### src/rtl/axis_sync_fifo_if.sv
// AXI Stream beat interface (tvalid/tready/tdata) shared by the FIFO's
// upstream and downstream ports.
interface axis_if #(
  parameter int unsigned TDATA_WIDTH = 8
);
  logic                   tvalid;
  logic                   tready;
  logic [TDATA_WIDTH-1:0] tdata;

  modport m (output tvalid, output tdata, input tready);
  modport s (input tvalid, input tdata, output tready);
endinterface

### src/rtl/axis_sync_fifo.sv
// First-word-fall-through AXI Stream FIFO with pipeline flush; sits between
// fetch and decode to absorb bursts.
module axis_sync_fifo #(
  parameter int unsigned DEPTH = 4
) (
  input  logic                   clk,
  input  logic                   rst,
  axis_if.s                      axis_sif,
  axis_if.m                      axis_mif,
  input  logic                   flush,
  output logic [$clog2(DEPTH):0] count
);
  localparam int unsigned AW          = $clog2(DEPTH);
  localparam int unsigned CW          = AW + 1;
  localparam int unsigned TDATA_WIDTH = $bits(axis_mif.tdata);

  if (DEPTH < 2 || (DEPTH & (DEPTH - 1)) != 0) begin : g_bad_depth
    $fatal(1, "axis_sync_fifo: DEPTH must be a power of two and at least 2");
  end
  if ($bits(axis_sif.tdata) != TDATA_WIDTH) begin : g_bad_width
    $fatal(1, "axis_sync_fifo: axis_sif and axis_mif TDATA_WIDTH differ");
  end

  logic [TDATA_WIDTH-1:0] mem_q [DEPTH];
  logic [CW-1:0]          wp_q, wp_d;
  logic [CW-1:0]          rp_q, rp_d;
  logic [CW-1:0]          count_d;
  logic                   rdy_q, rdy_d;
  logic                   push, pop;

  assign count           = wp_q - rp_q;
  assign axis_mif.tvalid = (wp_q != rp_q) && !flush;
  assign axis_mif.tdata  = mem_q[rp_q[AW-1:0]];
  assign axis_sif.tready = rdy_q && !flush;

  assign push = axis_sif.tvalid && axis_sif.tready;
  assign pop  = axis_mif.tvalid && axis_mif.tready;

  always_comb begin
    wp_d    = wp_q + CW'(push);
    rp_d    = rp_q + CW'(pop);
    // flush empties the FIFO by catching rp up to wp; contents stay in place
    if (flush) begin
      rp_d = wp_q;
    end
    count_d = wp_d - rp_d;
    rdy_d   = (count_d != CW'(DEPTH));
  end

  always_ff @(posedge clk) begin
    if (rst) begin
      wp_q  <= '0;
      rp_q  <= '0;
      rdy_q <= 1'b0;
      for (int i = 0; i < int'(DEPTH); i++) begin
        mem_q[i] <= '0;
      end
    end else begin
      wp_q  <= wp_d;
      rp_q  <= rp_d;
      rdy_q <= rdy_d;
      if (push) begin
        mem_q[wp_q[AW-1:0]] <= axis_sif.tdata;
      end
    end
  end
endmodule

### src/flat_wrapper.sv
// flat-port wrapper written by rule: the top's interface ports become plain ports
module axis_sync_fifo_flat 
#(
  parameter int unsigned DEPTH = 4
)
  (clk, rst, flush, count, axis_sif_tvalid, axis_sif_tdata, axis_sif_tready, axis_mif_tvalid, axis_mif_tdata, axis_mif_tready);
  axis_if #(.TDATA_WIDTH(8)) axis_sif_i ();
  axis_if #(.TDATA_WIDTH(8)) axis_mif_i ();
  input  logic clk;
  input  logic rst;
  input  logic flush;
  output logic [$clog2(DEPTH):0] count;
  input wire logic [$bits(axis_sif_i.tvalid)-1:0] axis_sif_tvalid;
  input wire logic [$bits(axis_sif_i.tdata)-1:0] axis_sif_tdata;
  output wire logic [$bits(axis_sif_i.tready)-1:0] axis_sif_tready;
  output wire logic [$bits(axis_mif_i.tvalid)-1:0] axis_mif_tvalid;
  output wire logic [$bits(axis_mif_i.tdata)-1:0] axis_mif_tdata;
  input wire logic [$bits(axis_mif_i.tready)-1:0] axis_mif_tready;
  assign axis_sif_i.tvalid = axis_sif_tvalid;
  assign axis_sif_i.tdata = axis_sif_tdata;
  assign axis_sif_tready = axis_sif_i.tready;
  assign axis_mif_tvalid = axis_mif_i.tvalid;
  assign axis_mif_tdata = axis_mif_i.tdata;
  assign axis_mif_i.tready = axis_mif_tready;
  axis_sync_fifo #(.DEPTH(DEPTH)) u_core (.clk(clk), .rst(rst), .axis_sif(axis_sif_i), .axis_mif(axis_mif_i), .flush(flush), .count(count));
endmodule
### config.mk
export PLATFORM = sky130hd
export DESIGN_NAME = axis_sync_fifo_flat
export DESIGN_NICKNAME = d
export VERILOG_FILES = /design/src/rtl/axis_sync_fifo_if.sv /design/src/rtl/axis_sync_fifo.sv /design/src/flat_wrapper.sv
export SDC_FILE = /design/constraint.sdc
export NUM_CORES = 1
export LEC_CHECK = 0
export ABC_CLOCK_PERIOD_IN_PS = 2700
export CAP_MARGIN = 20
export CORE_MARGIN = 2
export CORE_UTILIZATION = 49
export DETAILED_ROUTE_END_ITERATION = 10
export HOLD_SLACK_MARGIN = 0.15
export PLACE_DENSITY = 0.79
export SYNTH_ARGS = -nofsm -noshare
export SYNTH_HDL_FRONTEND = slang
export SYNTH_SLANG_ARGS = --single-unit
### constraint.sdc
create_clock -name clk -period 2.7 [get_ports clk]
set_input_delay 0.405 -clock clk [delete_from_list [all_inputs] [get_ports clk]]
set_output_delay 0.405 -clock clk [all_outputs]
set_load 0.02 [all_outputs]
==> results of run 1 <==
==> Yosys cell counts <==
library cell,n,area (um^2)
xnor2_1,5,43.8
nor2b_1,4,25.0
fa_1,1,20.0
ha_1,8,100
nor4_4,3,63.8
inv_2,1,3.75
mux2i_1,2,20.0
a31oi_1,2,12.5
or2_2,3,18.8
mux4_2,8,180
and3b_1,1,8.76
buf_2,2,10.0
nor2_1,4,15.0
mux2_2,1,11.3
dfxtp_1,7,140
clkbuf_1,2,7.51
xor2_1,1,8.76
a31o_2,1,8.76
edfxtp_1,32,961
nand3b_1,1,7.51
and2_1,34,213
inv_1,5,18.8
==> flip-flops by register name, indices dropped and copies added (netlist names) <==
signal and flops:
u_core.wp_q 3, u_core.rdy_q 1, u_core.rp_q 3, u_core.mem_q 32
==> layout make-up <==
class	instances	area (um^2)	share of cell area (%)
clock buffer	5	68.8	2.93
sequential	39	1100	46.9
multi-input combinational	79	763	32.5
clock inverter	3	15.0	0.639
tap	48	60.1	2.56
inverter	6	22.5	0.959
timing repair buffer	34	318	13.5
==> metal layers <==
layer	GRT usage, %	up-vias	part of all wire, %
met1	21.3	540	42
met4	7.91	0	1.6
met2	32.1	20	53
met3	3.41	7	3.2
met5	0	-	0
li1	-	532	-
==> cells in the final DEF, fill, tap and decap left out, types with 2 or more instances in the layout <==
master,netlist,routed
ha_1,8,8
edfxtp_1,32,32
nor2_1,4,4
buf_4,0,9
inv_1,5,5
mux4_2,8,8
clkbuf_8,0,5
or2_2,3,3
clkinv_1,0,2
nor2b_1,4,4
xnor2_1,5,5
mux2i_1,2,2
and2_1,34,34
dfxtp_1,7,7
nor4_4,3,3
clkdlybuf4s50_1,0,25
==> worst min-delay path, stage by stage, from the launching register on <==
cell	delay, ps
dfxtp_1	380
xnor2_1	110
nor2_1	90
==> stage by stage <==
stage	power, mW	util (%)
after floorplan	0.772	-
after global placement	0.837	61.4
after detailed placement	0.844	61.4
after CTS	1.21	63.7
after global routing	1.24	63.7
final	1.20	63.7
==> logic make-up after synthesis <==
family	after synthesis
AND/OR/NAND/NOR	50
flip-flops	39
multiplexers	11
buffers and inverters	10
adder cells (fa/ha/maj)	9
XOR/XNOR	6
AO/OA/AOI/OAI	3
==> path summary, 6_finish.rpt <==
path,start,endpoint,slack (ps),depth (start not counted)
max,u_core.wp_q[1]$_SDFF_PP0_,count[2],230,5
min,u_core.wp_q[2]$_SDFF_PP0_,u_core.wp_q[2]$_SDFF_PP0_,620,2
max reg2reg,u_core.wp_q[0]$_SDFF_PP0_,u_core.rdy_q$_SDFF_PP0_,300,12
min reg2reg,u_core.wp_q[2]$_SDFF_PP0_,u_core.wp_q[2]$_SDFF_PP0_,620,2
==> power by group through the flow <==
stage	clock [mW]	sequential [mW]	combinational, mW
2_1_floorplan	0	0.692	0.0798
3_3_place_gp	0	0.691	0.146
3_5_place_dp	0	0.693	0.150
4_1_cts	0.379	0.680	0.151
5_1_grt	0.402	0.681	0.160
6_report	0.373	0.680	0.149
==> results by group, run 1 <==
Outcome
  – Run status: complete, no violations

Critical path
  – Crit-path cells: buf_4 > inv_2 > fa_1 > xnor2_1 > clkdlybuf4s50_1
  – Largest stage delay, worst path: 620 ps
  – Worst path top cell family by delay: buffers and inverters
  – Worst setup EP type: output pin
  – Critical Path RT: 2300 ps
  – Crit Path Max Fanout: 6
  – Setup CP Type: reg -> out
  – Worst EP arrival: 2060 ps
  – CP bufs+invs: 3
  – Startpoint Class: flop
  – CP max-delay cell: clkdlybuf4s50_1

Clock tree
  – Hold-fix buffers, CTS: 0
  – Reg clk slew, reported paths: 70 ps
  – Clock Tree Buf Depth: 2
  – Worst skew pair latency: 290 ps
  – TritonCTS Buffers: 5
  – CTS Root Cell: clkbuf_8
  – CTS Sinks: 39
  – Post-CTS sizing: 0
  – CTS tree: built
  – CTS H-tree lvls: 2
  – Number of setup buffers added after CTS: 0

Detailed routing
  – Number of remaining DRC errors: 0
  – Iter 0 DRT Violations: 43
  – ANT nets after route: 0
  – Routed Wire Length: 3610 um
  – Detailed Routing Iterations Pass 1: 4
  – DR vias/cell: 5.14
  – Routed length per instance: 16.9 um
  – Vias: 1,099

Yosys
  – Cell variety after synth: 22
  – Cell count after synthesis: 128
  – Yosys Warn Count: 0
  – Post-synthesis register bit count: 39
  – Simple-gate portion of the synthesized area: 18.5%
  – Register area share after synthesis: 58.0%
  – Compound-gate portion of the synthesized area: 1.12%
  – Mapped Area: 0.00190 mm^2
  – Synth Area in XOR/XNOR: 2.77%
  – Post-Synth Adder-Cell Area: 6.33%
  – Mean Syn Cell Area: 14.8 um^2
  – Post-synthesis mux area share: 11.1%
  – Main combinational cell family by area after synthesis: simple AND/OR/NAND/NOR gates
  – Syn Nets: 150

Placement
  – Placed Area: 0.00226 mm^2
  – Dpl cells: 206
  – Detailed-placement wirelength estimate: 2710 um
  – Final Wtd Congestion: 0.831
  – Buffers on Ports: 25
  – Place WS: 129 ps

Timing
  – Setup-failing EPs final: 0
  – Worst hold margin: 615 ps
  – Unrepaired setup endpoints after global routing: false
  – Setup TNS: 0 ps
  – Slew HR: 75.5%
  – Final Max Slew Viols: 0
  – Worst Tran Pin Value: 367 ps
  – Clock Skews: 5.31 ps
  – Max Clock Freq: 405 MHz
  – Final min period: 2470 ps
  – Final hold vios: 0
  – Setup WS post-layout: 232 ps
  – Final Cycle Share: 91.4%

GRT
  – Vias in the first global route: 1,148
  – First-pass GRT wire length: 5630 um
  – GR Util All Layers: 18.1%
  – Largest net degree at the start of global routing: 13
  – Initial antenna violation count: 0
  – Total gr overflow: 0

Floorplan
  – Die area: 0.00439 mm^2
  – CORE AREA: 0.00369 mm^2
  – Initial Util: 51.5%
  – Num rows: 22
  – Die span in y: 66.2 um
  – Die Wd: 66.2 um
  – I/O pin cnt: 26

Finish
  – Final net count: 187
  – Share of layout cells above drive strength 1: 19.9%
  – Antenna diodes: 0
  – Final instance area: 0.00235 mm^2
  – Filler Cell Count: 288
  – Post-Layout Cell Count: 214
  – Area growth, synth to finish: 23.7%

Power and ir drop
  – Clock power share: 31.1%
  – Switching share of power: 23.3%
  – Leakage power: 0.898 nW
  – Net Switching: 0.280 mW
  – Sequential share of power: 56.5%
  – Peak supply drop: 232 uV
  – Gate power share: 12.4%
  – Internal: 0.923 mW
  – Pwr dens: 512 mW/mm^2

Run
  – Max_cap viols: 0

Hold path
  – Hold crit path type: reg -> reg
Note: power is estimated with default switching activity, not from simulation.
==> run 2: changes to the inputs <==
- CORE_UTILIZATION: 49 -> 25
- PLACE_DENSITY: 0.79 -> 0.48
- SLEW_MARGIN: not set -> 20
==> results by group, run 2 (synthesized netlist as in run 1, its figures left out) <==
Outcome
  – Run status: complete, no violations

GRT
  – Vias in the first global route: 1,226 (+6.8%)
  – GR Util All Layers: 10.5% (-7.6 points)
  – Total gr overflow: 0 (unchanged)
  – First-pass GRT wire length: 6490 um (+15%)
  – Largest net degree at the start of global routing: 14 (+1)
  – Initial antenna violation count: 0 (unchanged)

Timing
  – Setup TNS: 0 ps (unchanged)
  – Worst Tran Pin Value: 377 ps (+10.5 ps)
  – Final Max Slew Viols: 0 (unchanged)
  – Setup-failing EPs final: 0 (unchanged)
  – Final min period: 2480 ps (+10.2 ps)
  – Final Cycle Share: 91.8% (+0.38 points)
  – Max Clock Freq: 403 MHz (-0.41%)
  – Unrepaired setup endpoints after global routing: false
  – Slew HR: 74.8% (-0.63 points)
  – Final hold vios: 0 (unchanged)
  – Clock Skews: 7.05 ps (+1.74 ps)
  – Setup WS post-layout: 222 ps (-10.2 ps)

Placement
  – Detailed-placement wirelength estimate: 2770 um (+2.4%)
  – Dpl cells: 257 (+25%)
  – Final Wtd Congestion: 0.851 (+2.5%)
  – Place WS: 164 ps (+35.6 ps)
  – Buffers on Ports: 25 (unchanged)

Critical path
  – RR Endpoint: u_core.rdy_q$_SDFF_PP0_
  – Worst EP arrival: 2070 ps (about the same)
  – R2R Setup Slk: 300 ps (about the same)
  – Worst path top cell family by delay: buffers and inverters
  – Setup CP Type: reg -> out
  – Worst setup EP type: output pin
  – Crit Path Max Fanout: 2 (-4)
  – R2R depth: 11 (-1)
  – CP max-delay cell: clkdlybuf4s50_1
  – RR Startpoint: u_core.wp_q[0]$_SDFF_PP0_
  – CP bufs+invs: 2 (-1)
  – Crit-path cells: inv_1 > ha_1 > fa_1 > xnor2_1 > clkdlybuf4s50_1
  – Critical Path RT: 2300 ps (about the same)
  – Startpoint Class: flop
  – Largest stage delay, worst path: 620 ps (about the same)

Detailed routing
  – Detailed Routing Iterations Pass 1: 4 (unchanged)
  – Routed length per instance: 15.1 um (-11%)
  – ANT nets after route: 0 (unchanged)
  – DR vias/cell: 4.22 (-18%)
  – Iter 0 DRT Violations: 38 (-12%)
  – Routed Wire Length: 3990 um (+10%)
  – Number of remaining DRC errors: 0 (unchanged)
  – Vias: 1,119 (+1.8%)

Finish
  – Post-Layout Cell Count: 265 (+24%)
  – Most common cell after layout, fill and taps aside: and2_1
  – Filler Cell Count: 761 (+160%)
  – Sequential cell area: 0.00110 mm^2 (unchanged)
  – Largest regs: u_core.mem_q x32, u_core.rp_q x3, u_core.wp_q x3
  – Area growth, synth to finish: 28.6%
  – Post-layout util: 33.5% (-30 points)
  – Max reg flops: 32 (unchanged)
  – Multi-input gate area: 763 um^2 (unchanged)
  – Most frequent cells in the layout: and2_1, edfxtp_1, clkdlybuf4s50_1
  – Share of layout cells above drive strength 1: 21.1% (+1.2 points)
  – Antenna diodes: 0 (unchanged)
  – Biggest register: u_core.mem_q
  – Final net count: 187 (unchanged)

Clock tree
  – CTS H-tree lvls: 2 (unchanged)
  – TritonCTS Buffers: 5 (unchanged)
  – CTS Sinks: 39 (unchanged)
  – CTS Root Cell: clkbuf_8
  – Reg clk slew, reported paths: 80 ps (about the same)
  – Post-CTS sizing: 0 (unchanged)
  – CTS tree: built
  – Hold-fix buffers, CTS: 0 (unchanged)
  – Number of setup buffers added after CTS: 0 (unchanged)
  – Worst skew pair latency: 290 ps (about the same)
  – Clock Tree Buf Depth: 2 (unchanged)

Power and ir drop
  – Pwr dens: 540 mW/mm^2 (+5.5%)
  – Final Power: 1.32 mW (+9.6%)
  – Peak supply drop: 173 uV (-25%)
  – Leakage power: 0.917 nW (+2.1%)

Floorplan
  – CORE AREA: 0.00729 mm^2 (+98%)
  – Num rows: 31 (+41%)
  – Initial Util: 26.0% (-25 points)
  – Die Wd: 91.1 um (+38%)
  – Die area: 0.00831 mm^2 (+89%)
  – Die span in y: 91.1 um (+38%)
  – I/O pin cnt: 26 (unchanged)

Hold path
  – Hold Path Sink: u_core.wp_q[2]$_SDFF_PP0_
  – Hold crit path type: reg -> reg
  – Cell depth of the worst hold path: 2 (unchanged)
  – HP Start: u_core.wp_q[2]$_SDFF_PP0_

Run
  – Max_cap viols: 0 (unchanged)
## run 2: how the worst max path moves through the flow
stage / start / endpoint / slack, ps / cells past startpoint
3_3_place_gp: flush / u_core.rdy_q$_SDFF_PP0_ / 210 / 10
2_1_floorplan: u_core.wp_q[0]$_SDFF_PP0_ / u_core.rdy_q$_SDFF_PP0_ / 30 / 11
6_report: u_core.wp_q[0]$_SDFF_PP0_ / count[2] / 220 / 5
4_1_cts: u_core.wp_q[1]$_SDFF_PP0_ / count[2] / 190 / 5
5_1_grt: u_core.wp_q[0]$_SDFF_PP0_ / count[2] / 110 / 5
3_5_place_dp: flush / u_core.rdy_q$_SDFF_PP0_ / 160 / 10
## run 2: final cells by class
| type | count | area share, % |
|---|---|---|
| flip-flops and latches | 39 | 45.1 |
| multi-input cells | 79 | 31.3 |
| repair buffers | 34 | 13.0 |
| well taps | 99 | 5.07 |
| clock buffers | 5 | 2.82 |
| clock inverters | 3 | 1.79 |
| inverters | 6 | 0.923 |
## run 2: tightest hold or removal path, cell delays in order (launching register included)
cell and delay (ps):
dfxtp_1 390, xnor2_1 120, nor2_1 90
## run 2: power by group
| group | switching, mW | internal [mW] | leakage (nW) | total (mW) |
|---|---|---|---|---|
| sequential | 0.00600 | 0.672 | 0.388 | 0.678 |
| combinational | 0.0763 | 0.0753 | 0.471 | 0.152 |
| clock | 0.213 | 0.275 | 0.0581 | 0.488 |
| total | 0.295 | 1.02 | 0.917 | 1.32 |
## run 2: per-stage QoR
stage | hold WS, ps | cell area, um^2
finish | 632 | 2440
CTS | 644 | 2440
global route | 660 | 2440
global placement | 595 | 2330
floorplan | 477 | 1910
detailed placement | 621 | 2330
## run 2: layer usage
metal	wire, um	vias to the layer above	share of wire [%]	track usage [%]
met5	0	-	0	0
met4	89	0	2.2	4.29
met3	216	8	5.4	3.57
met2	1990	31	50	17.2
met1	1690	547	42	12.6
li1	-	533	-	-
==> run 3: changes to the inputs <==
- CORE_MARGIN: 2 -> 10
- CTS_CLUSTER_DIAMETER: not set -> 150
==> results by group, run 3 (synthesized netlist as in run 1, its figures left out) <==
Finish
  – Sequential cell area: 0.00110 mm^2 (unchanged)
  – Area growth, synth to finish: 27.2%
  – Biggest register: u_core.mem_q
  – Most common cell after layout, fill and taps aside: and2_1
  – Multi-input gate area: 763 um^2 (unchanged)
  – Most frequent cells in the layout: and2_1, edfxtp_1, clkdlybuf4s50_1
  – Filler Cell Count: 726 (-4.6%)
  – Share of layout cells above drive strength 1: 20.5% (-0.60 points)
  – Antenna diodes: 0 (unchanged)
  – Post-layout util: 32.9% (-0.55 points)
  – Max reg flops: 32 (unchanged)
  – Post-Layout Cell Count: 265 (unchanged)
  – Final net count: 187 (unchanged)
  – Largest regs: u_core.mem_q x32, u_core.rp_q x3, u_core.wp_q x3

Detailed routing
  – Routed Wire Length: 4150 um (+4.0%)
  – Routed length per instance: 15.7 um (+4.0%)
  – Iter 0 DRT Violations: 41 (+7.9%)
  – Vias: 1,106 (-1.2%)
  – Number of remaining DRC errors: 0 (unchanged)
  – Detailed Routing Iterations Pass 1: 4 (unchanged)
  – DR vias/cell: 4.17 (-1.2%)
  – ANT nets after route: 0 (unchanged)

Power and ir drop
  – Clock power share: 31.8% (-5.3 points)
  – Leakage power: 0.900 nW (-1.8%)
  – Gate power share: 12.5% (+1.0 points)
  – Pwr dens: 504 mW/mm^2 (-6.6%)
  – Switching share of power: 23.8% (+1.4 points)
  – Peak supply drop: 160 uV (-7.1%)
  – Internal: 0.928 mW (-9.3%)
  – Net Switching: 0.290 mW (-1.9%)
  – Sequential share of power: 55.7% (+4.3 points)

Critical path
  – R2R Setup Slk: 270 ps (-30 ps)
  – Crit. path cell count: 5 (unchanged)
  – Largest stage delay, worst path: 620 ps (about the same)
  – RR Startpoint: u_core.wp_q[0]$_SDFF_PP0_
  – CP bufs+invs: 2 (unchanged)
  – Crit-path cells: inv_1 > ha_1 > fa_1 > xnor2_1 > clkdlybuf4s50_1
  – Critical Path RT: 2300 ps (about the same)
  – Worst setup EP type: output pin
  – Setup CP Type: reg -> out
  – Worst EP arrival: 2060 ps (about the same)
  – R2R depth: 12 (+1)
  – Worst path top cell family by delay: buffers and inverters
  – Crit Path Max Fanout: 2 (unchanged)
  – CP max-delay cell: clkdlybuf4s50_1
  – Startpoint Class: flop
  – RR Endpoint: u_core.rdy_q$_SDFF_PP0_

Timing
  – Setup-failing EPs final: 0 (unchanged)
  – Setup TNS: 0 ps (unchanged)
  – Final Max Slew Viols: 0 (unchanged)
  – Final Cycle Share: 91.4% (-0.39 points)
  – Clock Skews: 7.16 ps (+0.106 ps)
  – Worst Tran Pin Value: 368 ps (-9.76 ps)
  – Unrepaired setup endpoints after global routing: false
  – Slew HR: 75.4% (+0.58 points)
  – Final min period: 2470 ps (-10.4 ps)
  – Max Clock Freq: 405 MHz (+0.42%)
  – Final hold vios: 0 (unchanged)

Clock tree
  – Number of setup buffers added after CTS: 0 (unchanged)
  – CTS H-tree lvls: 2 (unchanged)
  – CTS Root Cell: clkbuf_8
  – Reg clk slew, reported paths: 80 ps (about the same)
  – Worst skew pair latency: 290 ps (about the same)
  – TritonCTS Buffers: 5 (unchanged)
  – CTS tree: built
  – Hold-fix buffers, CTS: 0 (unchanged)
  – CTS Sinks: 39 (unchanged)
  – Post-CTS sizing: 0 (unchanged)
  – Clock Tree Buf Depth: 2 (unchanged)

Placement
  – Dpl cells: 257 (unchanged)
  – Detailed-placement wirelength estimate: 2940 um (+6.1%)
  – Buffers on Ports: 25 (unchanged)
  – Final Wtd Congestion: 0.828 (-2.7%)

GRT
  – Vias in the first global route: 1,256 (+2.4%)
  – Largest net degree at the start of global routing: 13 (-1)
  – Initial antenna violation count: 0 (unchanged)
  – GR Util All Layers: 7.69% (-2.8 points)
  – Total gr overflow: 0 (unchanged)
  – First-pass GRT wire length: 6640 um (+2.3%)

Floorplan
  – Initial Util: 25.9% (-0.14 points)
  – I/O pin cnt: 26 (unchanged)
  – CORE AREA: 0.00733 mm^2 (+0.53%)
  – Die span in y: 107 um (+18%)
  – Num rows: 31 (unchanged)
  – Die Wd: 107 um (+18%)
  – Die area: 0.0115 mm^2 (+38%)

Hold path
  – Hold Path Sink: u_core.wp_q[2]$_SDFF_PP0_
  – HP Start: u_core.wp_q[2]$_SDFF_PP0_
  – Cell depth of the worst hold path: 2 (unchanged)
  – Hold crit path type: reg -> reg

Run
  – Max_cap viols: 0 (unchanged)

Outcome
  – Run status: complete, no violations
run 3: through the flow:
step | hold WS [ps] | power (mW) | instance area (um^2) | setup WS [ps]
after floorplan | 477 | 0.772 | 1910 | 35.0
after global placement | 615 | 0.845 | 2330 | 205
after detailed placement | 640 | 0.848 | 2330 | 103
after CTS | 663 | 1.24 | 2410 | 193
after global routing | 680 | 1.27 | 2410 | 75.3
final | 645 | 1.22 | 2410 | 232
run 3: how the worst max path moves through the flow:
| stage | startpoint | slack (ps) | end |
|---|---|---|---|
| after floorplan | u_core.wp_q[0]$_SDFF_PP0_ | 30 | u_core.rdy_q$_SDFF_PP0_ |
| after global placement | flush | 210 | u_core.rdy_q$_SDFF_PP0_ |
| after detailed placement | flush | 100 | u_core.rdy_q$_SDFF_PP0_ |
| after CTS | u_core.wp_q[0]$_SDFF_PP0_ | 190 | count[2] |
| after global routing | u_core.wp_q[0]$_SDFF_PP0_ | 80 | u_core.rdy_q$_SDFF_PP0_ |
| final | u_core.wp_q[0]$_SDFF_PP0_ | 230 | count[2] |
run 3: final cells by class:
cell class	instances	area share [%]
sequential	39	45.6
tap	99	5.13
clock buffer	6	3.01
timing repair buffer	34	13.2
clock inverter	2	0.518
inverter	6	0.933
multi-input combinational	79	31.6
run 3: worst reg2reg max path, stage by stage, from the launching register on:
cell,delay (ps)
dfxtp_1,340
inv_1,80
ha_1,320
a31oi_2,100
and2_1,180
ha_1,170
ha_1,270
mux2i_1,80
ha_1,210
nor2b_1,170
xnor2_1,150
xnor2_1,140
a31oi_1,100
run 3: layer usage:
metal	wire length (um)	up-vias	track usage, %
li1	-	533	-
met1	1800	537	8.39
met2	2070	29	13.4
met3	218	7	2.63
met4	65	0	2.90
met5	0	-	0
run 3: power groups by stage:
| stage | combinational, mW | sequential (mW) | clock [mW] |
|---|---|---|---|
| CTS | 0.156 | 0.679 | 0.402 |
| floorplan | 0.0798 | 0.692 | 0 |
| finish | 0.152 | 0.678 | 0.387 |
| detailed placement | 0.155 | 0.692 | 0 |
| global placement | 0.154 | 0.691 | 0 |
| global route | 0.166 | 0.681 | 0.425 |
